[src/rtl/demux1_4_stream_pkg.sv]
// Shared definitions for the 1-to-4 stream demultiplexer: select encoding,
// per-slot FSM states and the select-to-channel decoder.
package demux_pkg;

   // Select values, the exact inverse of the 4-to-1 output mux.
   localparam logic [1:0] SEL_CH3 = 2'b00;
   localparam logic [1:0] SEL_CH2 = 2'b01;
   localparam logic [1:0] SEL_CH1 = 2'b10;
   localparam logic [1:0] SEL_CH0 = 2'b11;

   // One-entry slot occupancy.
   typedef enum logic {
      SLOT_EMPTY = 1'b0,
      SLOT_FULL  = 1'b1
   } slot_state_t;

   // Returns a one-hot vector where bit k selects channel k.
   function automatic logic [3:0] decode_sel(input logic [1:0] s);
      logic [3:0] oh;
      oh = 4'b0000;
      case (s)
         SEL_CH0: oh = 4'b0001;
         SEL_CH1: oh = 4'b0010;
         SEL_CH2: oh = 4'b0100;
         SEL_CH3: oh = 4'b1000;
         default: oh = 4'b0000;
      endcase
      return oh;
   endfunction

endpackage

[src/rtl/demux1_4_stream_if.sv]
// Bus bundle for demux1_4_stream: one tagged input stream, four output
// channels and their debug beat counters.
//
// Handshake: a transfer happens on a rising edge when valid and ready are both
// high in the cycle before it. The source holds valid and its payload stable
// until the transfer; ready may change freely and may depend on valid/sel.
interface demux1_4_stream_if #(
   parameter int DW = 2,
   parameter int CW = 8
);
   logic          in_valid;
   logic          in_ready;
   logic [DW-1:0] in_data;
   logic [1:0]    sel;
   logic [3:0]    out_valid;
   logic [3:0]    out_ready;
   logic [DW-1:0] d0, d1, d2, d3;
   logic [CW-1:0] cnt0, cnt1, cnt2, cnt3;

   // Producer and consumers side.
   modport master (
      output in_valid, in_data, sel, out_ready,
      input  in_ready, out_valid, d0, d1, d2, d3, cnt0, cnt1, cnt2, cnt3
   );

   // Demultiplexer side.
   modport slave (
      input  in_valid, in_data, sel, out_ready,
      output in_ready, out_valid, d0, d1, d2, d3, cnt0, cnt1, cnt2, cnt3
   );
endinterface

[src/rtl/demux1_4_stream_slot.sv]
// One output channel: a single-entry register with valid flag, a two-state
// occupancy FSM and a wrapping count of completed consumer handshakes.
module demux_slot
   import demux_pkg::*;
#(
   parameter int DW = 2,
   parameter int CW = 8
) (
   input  logic          clk,
   input  logic          rst,
   input  logic          wr_en,
   input  logic [DW-1:0] wr_data,
   output logic          valid,
   input  logic          ready,
   output logic [DW-1:0] data,
   output logic [CW-1:0] cnt,
   output logic          can_accept
);

   slot_state_t   state_q, state_d;
   logic [DW-1:0] data_q;
   logic [CW-1:0] cnt_q;
   logic          hs;

   assign valid      = (state_q == SLOT_FULL);
   assign hs         = valid & ready;
   // Empty, or draining this cycle: a new beat can land without a bubble.
   assign can_accept = !valid | ready;
   assign data       = data_q;
   assign cnt        = cnt_q;

   // Occupancy transitions: fill on write, empty on handshake without refill.
   always_comb begin
      state_d = state_q;
      unique case (state_q)
         SLOT_EMPTY: if (wr_en)        state_d = SLOT_FULL;
         SLOT_FULL:  if (hs && !wr_en) state_d = SLOT_EMPTY;
         default:                      state_d = SLOT_EMPTY;
      endcase
   end

   // State, payload and counter registers; wr_en is only raised when
   // can_accept is high, so a stalled beat is never overwritten.
   always_ff @(posedge clk) begin
      if (rst) begin
         state_q <= SLOT_EMPTY;
         data_q  <= '0;
         cnt_q   <= '0;
      end else begin
         state_q <= state_d;
         if (wr_en) data_q <= wr_data;
         if (hs)    cnt_q  <= cnt_q + CW'(1);
      end
   end

endmodule

[src/rtl/demux1_4_stream.sv]
// Registered 1-to-4 stream demultiplexer. Decodes sel to a target channel,
// grants in_ready from that channel alone and fans the accept out to it.
module demux1_4_stream
   import demux_pkg::*;
#(
   parameter int DW = 2,
   parameter int CW = 8
) (
   input  logic                clk,
   input  logic                rst,
   demux1_4_stream_if.slave    bus
);

   logic [3:0]    tgt;
   logic [3:0]    can_acc;
   logic [3:0]    wr_en;
   logic [3:0]    valid_v;
   logic          accept;
   logic [DW-1:0] data_a [4];
   logic [CW-1:0] cnt_a  [4];

   assign tgt          = decode_sel(bus.sel);
   // Only the addressed channel gates the input, so one stalled consumer
   // never blocks beats headed elsewhere.
   assign bus.in_ready = |(tgt & can_acc);
   assign accept       = bus.in_valid & bus.in_ready;
   assign wr_en        = tgt & {4{accept}};

   for (genvar k = 0; k < 4; k++) begin : g_slot
      demux_slot #(.DW(DW), .CW(CW)) u_slot (
         .clk        (clk),
         .rst        (rst),
         .wr_en      (wr_en[k]),
         .wr_data    (bus.in_data),
         .valid      (valid_v[k]),
         .ready      (bus.out_ready[k]),
         .data       (data_a[k]),
         .cnt        (cnt_a[k]),
         .can_accept (can_acc[k])
      );
   end

   assign bus.out_valid = valid_v;
   assign bus.d0        = data_a[0];
   assign bus.d1        = data_a[1];
   assign bus.d2        = data_a[2];
   assign bus.d3        = data_a[3];
   assign bus.cnt0      = cnt_a[0];
   assign bus.cnt1      = cnt_a[1];
   assign bus.cnt2      = cnt_a[2];
   assign bus.cnt3      = cnt_a[3];

endmodule

[src/flat_wrapper.sv]
// flat-port wrapper written by rule: the top's interface ports become plain ports
module demux1_4_stream_flat import demux_pkg::*;
#(
   parameter int DW = 2,
   parameter int CW = 8
)
  (clk, rst, bus_in_valid, bus_in_data, bus_sel, bus_out_ready, bus_in_ready, bus_out_valid, bus_d0, bus_d1, bus_d2, bus_d3, bus_cnt0, bus_cnt1, bus_cnt2, bus_cnt3);
  demux1_4_stream_if #(.DW(DW), .CW(CW)) bus_i ();
  input  logic clk;
  input  logic rst;
  input wire logic [$bits(bus_i.in_valid)-1:0] bus_in_valid;
  input wire logic [$bits(bus_i.in_data)-1:0] bus_in_data;
  input wire logic [$bits(bus_i.sel)-1:0] bus_sel;
  input wire logic [$bits(bus_i.out_ready)-1:0] bus_out_ready;
  output wire logic [$bits(bus_i.in_ready)-1:0] bus_in_ready;
  output wire logic [$bits(bus_i.out_valid)-1:0] bus_out_valid;
  output wire logic [$bits(bus_i.d0)-1:0] bus_d0;
  output wire logic [$bits(bus_i.d1)-1:0] bus_d1;
  output wire logic [$bits(bus_i.d2)-1:0] bus_d2;
  output wire logic [$bits(bus_i.d3)-1:0] bus_d3;
  output wire logic [$bits(bus_i.cnt0)-1:0] bus_cnt0;
  output wire logic [$bits(bus_i.cnt1)-1:0] bus_cnt1;
  output wire logic [$bits(bus_i.cnt2)-1:0] bus_cnt2;
  output wire logic [$bits(bus_i.cnt3)-1:0] bus_cnt3;
  assign bus_i.in_valid = bus_in_valid;
  assign bus_i.in_data = bus_in_data;
  assign bus_i.sel = bus_sel;
  assign bus_i.out_ready = bus_out_ready;
  assign bus_in_ready = bus_i.in_ready;
  assign bus_out_valid = bus_i.out_valid;
  assign bus_d0 = bus_i.d0;
  assign bus_d1 = bus_i.d1;
  assign bus_d2 = bus_i.d2;
  assign bus_d3 = bus_i.d3;
  assign bus_cnt0 = bus_i.cnt0;
  assign bus_cnt1 = bus_i.cnt1;
  assign bus_cnt2 = bus_i.cnt2;
  assign bus_cnt3 = bus_i.cnt3;
  demux1_4_stream #(.DW(DW), .CW(CW)) u_core (.clk(clk), .rst(rst), .bus(bus_i));
endmodule
[config.mk]
export PLATFORM = sky130hd
export DESIGN_NAME = demux1_4_stream_flat
export DESIGN_NICKNAME = d
export VERILOG_FILES = /design/src/rtl/demux1_4_stream_pkg.sv /design/src/rtl/demux1_4_stream_if.sv /design/src/rtl/demux1_4_stream_slot.sv /design/src/rtl/demux1_4_stream.sv /design/src/flat_wrapper.sv
export SDC_FILE = /design/constraint.sdc
export NUM_CORES = 1
export LEC_CHECK = 0
export CAP_MARGIN = 10
export CORE_MARGIN = 2
export CORE_UTILIZATION = 60
export DETAILED_ROUTE_END_ITERATION = 8
export DONT_BUFFER_PORTS = 1
export GPL_TIMING_DRIVEN = 0
export PLACE_DENSITY_LB_ADDON = 0.2
export SLEW_MARGIN = 20
export SYNTH_ARGS = -nofsm -noshare
export SYNTH_HDL_FRONTEND = slang
export SYNTH_HIERARCHICAL = 1
export SYNTH_SLANG_ARGS = --single-unit
[constraint.sdc]
create_clock -name clk -period 2.95 [get_ports clk]
set_input_delay 0.59 -clock clk [delete_from_list [all_inputs] [get_ports clk]]
set_output_delay 0.59 -clock clk [all_outputs]
set_load 0.01 [all_outputs]
## After elaboration in Yosys (flattened, before gate mapping)

Cells that the tools add are included.

| word-level totals | value |
|---|---|
| flip-flop bits (word level) | 44 |
| bits of input ports | 11 |
| output and inout port bits | 45 |
| word-level logic and storage cells | 61 |

| operators by class | value |
|---|---|
| add/sub/neg operators | 4 |
| equality and inequality tests | 3 |
| muxes and demuxes | 13 |
| bitwise gates (word level) | 15 |
| reductions and logical operators | 14 |

Operator list:

| kind | number |
|---|---|
| adder 8 x 1 -> 8 bit, second input constant | 4 |
| case mux 4 bit (4 select lines) | 1 |
| bitwise AND 4 bit | 2 |
| logical NOT 1 bit | 8 |
| 2-to-1 mux 1 bit | 8 |
| case mux 1 bit (2 select lines) | 4 |
| bitwise AND 1 bit | 5 |
| equality test 2 bit, second input constant | 2 |
| logical AND 1 bit | 4 |
| inverter 1 bit | 4 |
| bitwise OR 1 bit | 4 |
| OR reduction 4 bit | 1 |
| equality test 2 x 1 -> 1 bit, second input constant | 1 |
| logical NOT 2 bit | 1 |

## Longest topological paths before layout

| depth | value |
|---|---|
| depth in word-level cells | 10 |
| mapped depth | 4 |

## Cells and area by module

Netlist, hierarchy kept.

By module, submodules not included:

| module | instances | cells each | area an instance (µm²) |
|---|---|---|---|
| demux_slot | 4 | 50 | 450.4 |
| demux1_4_stream | 1 | 5 | 67.6 |

## Least setup slack after synthesis

No wires, ideal clock.

| timing path | value |
|---|---|
| path type | in2out |
| start | in bus_out_ready[0] |
| end | out bus_in_ready |
| arrival | 1313 ps |
| data required time | 2360 ps |
| setup slack | 1047 ps |
| stages on the path | 2 |
| path buffers | 0 |
| cell sequence | or2b_1 mux4_2 |

| on the way | value |
|---|---|
| word-level cells in the longest chain between the ends | 3 |

Ends and longest elaborated chain:

| element | line | text |
|---|---|---|
| from (decl) | flat_wrapper.sv:14 | `input wire logic [$bits(bus_i.out_ready)-1:0] bus_out_ready;` |
| bitwise OR 1 bit | demux1_4_stream_slot.sv:28 | `assign can_accept = !valid \| ready;` |
| bitwise AND 4 bit | demux1_4_stream.sv:25 | `assign bus.in_ready = \|(tgt & can_acc);` |
| OR reduction 4 bit | demux1_4_stream.sv:25 |  |
| to (decl) | flat_wrapper.sv:15 | `output wire logic [$bits(bus_i.in_ready)-1:0] bus_in_ready;` |

No other way between the ends.

## Final worst setup path

| timing path | value |
|---|---|
| start | reg u_core.g_slot[0].u_slot.state_q |
| end | out bus_in_ready |

| on the way | value |
|---|---|
| word-level cells in the longest chain between the ends | 4 |

Ends and longest elaborated chain:

| element | line | text |
|---|---|---|
| from (decl) | demux1_4_stream_slot.sv:20 | `slot_state_t state_q, state_d;` |
| from (signal assigned) | demux1_4_stream_slot.sv:50 | `state_q <= state_d;` |
| logical NOT 1 bit | demux1_4_stream_slot.sv:28 |  |
| bitwise OR 1 bit | demux1_4_stream_slot.sv:28 |  |
| net u_core.can_acc[0] | demux1_4_stream.sv:15 | `logic [3:0] can_acc;` |
| bitwise AND 4 bit | demux1_4_stream.sv:25 |  |
| OR reduction 4 bit | demux1_4_stream.sv:25 |  |

The timed path passes the listed nets, and every way through them passes these cells.

==> summary.txt <==
Outcome
  – Result of the run: finished clean

Timing
  – Number of endpoints with negative hold slack in the final report: 0
  – Setup repair after global routing missed its margin: no
  – Final worst slack: 0.660 ns
  – Share of the clock period used by the worst path: 77.6%
  – Final min period: between 2 and 2.5 ns
  – Number of pins exceeding their max-slew limit in the final report: 0
  – Headroom to the max-slew limit: about 70%
  – Worst slew pin tran: 0.439 ns
  – Max Clk Rate: between 0.4 and 0.5 GHz
  – Worst slack on hold paths: roughly 0.28 ns
  – Endpoints failing setup: 0
  – Total Neg Setup Slack: 0 ns
  – Clk_skew: 0.00950 ns

Drt
  – WL/cell: between 15 and 20 um
  – Detailed-route DRC error count: 0
  – Antenna violation net count after detailed routing: 0
  – Via density per instance: 6.17
  – Total via count after detailed routing: 1519
  – Post-Route WL: 3930 um
  – Length of the first detailed-routing pass in iterations: 4
  – Detailed Route Iter0 Violations: slightly below 100

Clock tree
  – Setup Buffers After CTS: 0
  – TritonCTS clock tree: yes
  – Cells resized by post-CTS repair: 0
  – Root Buffer: sky130_fd_sc_hd__clkbuf_4
  – Hold buffer count at CTS: 0
  – Number of clock sinks: between 40 and 50
  – Number of buffers inserted during clock tree synthesis: 5
  – Number of H-tree levels: 2
  – Clock insertion delay at the later pin of the skew report: 0.36 ns
  – Max Root-Sink Buffers: 2
  – Register clock-pin slew on the reported worst setup and hold paths: 0.12 ns

Floorplanning
  – Area of the core: around 0.0030 mm^2
  – Die Span Y: about 60 um
  – Die Area: 0.00358 mm^2
  – Number of placement rows: 20
  – Die outline width: 59.8 um
  – Initial core utilization: 62.3%
  – IO Count: between 50 and 60

Final layout
  – Antenna cells: 0
  – Area growth from synthesis to layout: 5.35%
  – Fin util: 65.6%
  – Final instance area: 0.00197 mm^2
  – Fill cell instance count of the final layout: 271
  – Layout cell share with drive strength beyond 1: between 10% and 20%
  – Net total in the final layout: between 200 and 250
  – Area used by multi-input combinational logic: 928 um^2
  – Final cell count without fillers: 246
  – Register area: 881 um^2

GRT
  – Overall Global Routing Usage: a little under a quarter
  – Maximum number of pins on one net before global-route repair: 13
  – Number of antenna violations at the first check in global routing: 0
  – First-pass GRT wire length: 6250 um
  – Number of global-route vias before repair: 1452
  – Global route total overflow: 0

Power and ir drop
  – Worst VDD drop: 349 uV
  – Total design power: 0.949 mW
  – Total power divided by cell area: 482 mW/mm^2
  – LEAKAGE: ~0.65 nW

Critical path
  – Capturing point of the worst reg2reg path: u_core/g_slot[3].u_slot/cnt[6]
  – Data arrival time at the worst-slack endpoint: 1.70 ns
  – Crit path required time: 2.36 ns
  – Type of the worst setup path: flop to output port
  – Element type at the critical path end: output port
  – Register-to-register path setup slack: 1.49 ns
  – Crit path launch type: flop
  – Largest fanout on the critical path: 6
  – R2r startpoint: u_core/g_slot[3].u_slot/cnt[0]
  – Worst R2R Path Depth: 4

Min path
  – Min-Delay Endpoint: u_core/g_slot[3].u_slot/cnt[3]
  – Min-Delay Path Depth: 1
  – Kind of path behind the tightest hold check: input port to flop
  – Min-delay src: rst

Synthesis
  – Most frequently used flop master after synthesis: sky130_fd_sc_hd__dfxtp_1
  – Netlist cell types: 23
  – Netlist area before placement: 0.00187 mm^2
  – Post-synth net total: 220
  – Proportion of synthesized chip area in sequential cells: 47.1%
  – Count of warnings emitted by yosys: 6
  – Average cell area after synthesis: slightly above 9 um^2
  – Async SR Flop Fraction: 0%
  – Post-Syn Instances: between 200 and 250
  – Post-synth EDFFs: 0
  – Flop and latch count out of synthesis: 44

Placed design
  – Total instance count after detailed placement: 238
  – Pre-CTS setup slack: 0.985 ns
  – HPWL after DPL: roughly 2900 um
  – Routability congestion estimate: approximately 0.79
  – Instance area after placement: 0.00191 mm^2
  – Port Buf Inserts: 0

Run
  – MaxCap Viol Count: 0
==> worst max path at each step <==
stage,from,endpoint,slack [ns]
floorplan,bus_out_ready[0],bus_in_ready,1.05
global placement,bus_out_ready[0],bus_in_ready,1.0
detailed placement,bus_out_ready[0],bus_in_ready,0.99
CTS,u_core/g_slot[0].u_slot/valid,bus_in_ready,0.66
global route,u_core/g_slot[0].u_slot/valid,bus_in_ready,0.59
finish,u_core/g_slot[0].u_slot/valid,bus_in_ready,0.66
==> cells by family after synthesis <==
kind of cell	after synthesis	synth area share, %
XOR/XNOR	8	3.75
adder cells (fa/ha/maj)	4	2.68
flip-flops	44	47.1
AO/OA/AOI/OAI	48	13.4
AND/OR/NAND/NOR	76	24.4
buffers and inverters	16	3.21
multiplexers	9	5.49
==> Yosys cell counts (8+ instances only) <==
| master | number | share of area (%) |
|---|---|---|
| sky130_fd_sc_hd__or3_2 | 8 | 3.2 |
| sky130_fd_sc_hd__or3_1 | 8 | 2.7 |
| sky130_fd_sc_hd__nor2_1 | 16 | 3.2 |
| sky130_fd_sc_hd__nand2_1 | 12 | 2.4 |
| sky130_fd_sc_hd__dfxtp_1 | 44 | 47 |
| sky130_fd_sc_hd__nand3_1 | 12 | 3.2 |
| sky130_fd_sc_hd__a21oi_1 | 28 | 7.5 |
| sky130_fd_sc_hd__mux2i_1 | 8 | 4.3 |
| sky130_fd_sc_hd__o21ai_0 | 16 | 4.3 |
| sky130_fd_sc_hd__inv_1 | 12 | 2.4 |
==> layer usage <==
layer	wire length [um]	vias to the layer above	global-route usage, %	part of all wire (%)
met5	0	-	0	0
met4	70	0	9.84	1.8
met3	352	7	11.0	9.0
met2	1900	49	40.7	48
met1	1600	715	25.0	41
li1	-	748	-	-
==> worst max-delay path, cell delays in order, from the launching register on <==
cell                      delay, ns
sky130_fd_sc_hd__dfxtp_1       0.49
sky130_fd_sc_hd__or2b_1        0.31
sky130_fd_sc_hd__mux4_2        0.54
==> final cells by class <==
cell class | instances | area share, %
Multi-Input combinational cell | 145 | 47.1
Sequential cell | 44 | 44.7
Clock buffer | 8 | 2.99
Inverter | 12 | 2.29
Tap cell | 33 | 2.10
Buffer | 4 | 0.762
==> power by group <==
part / total, mW / internal [mW] / switching [mW]
Sequential: 0.613 / 0.602 / 0.0119
Combinational: 0.0312 / 0.0132 / 0.0180
Clock: 0.304 / 0.118 / 0.187
==> flip-flops by register name, summed over array words and instances, names as in the netlist <==
name,flops
u_core/g_slot.u_slot/cnt,32
u_core/g_slot.u_slot/valid,4
u_core/g_slot.u_slot/data,8
==> cell usage in the layout, fill, tap and decap left out, types with 5 or more instances in the layout <==
cell type                   n
sky130_fd_sc_hd__dfxtp_1   44
sky130_fd_sc_hd__a21oi_1   28
sky130_fd_sc_hd__nor2_1    16
sky130_fd_sc_hd__o21ai_0   16
sky130_fd_sc_hd__nand3_1   12
sky130_fd_sc_hd__nand2_1   12
sky130_fd_sc_hd__inv_1     12
sky130_fd_sc_hd__mux2i_1    8
sky130_fd_sc_hd__or3_2      8
sky130_fd_sc_hd__or3_1      8
sky130_fd_sc_hd__clkbuf_1   6
sky130_fd_sc_hd__clkbuf_4   5
Note: power is estimated with default switching activity, not from simulation.
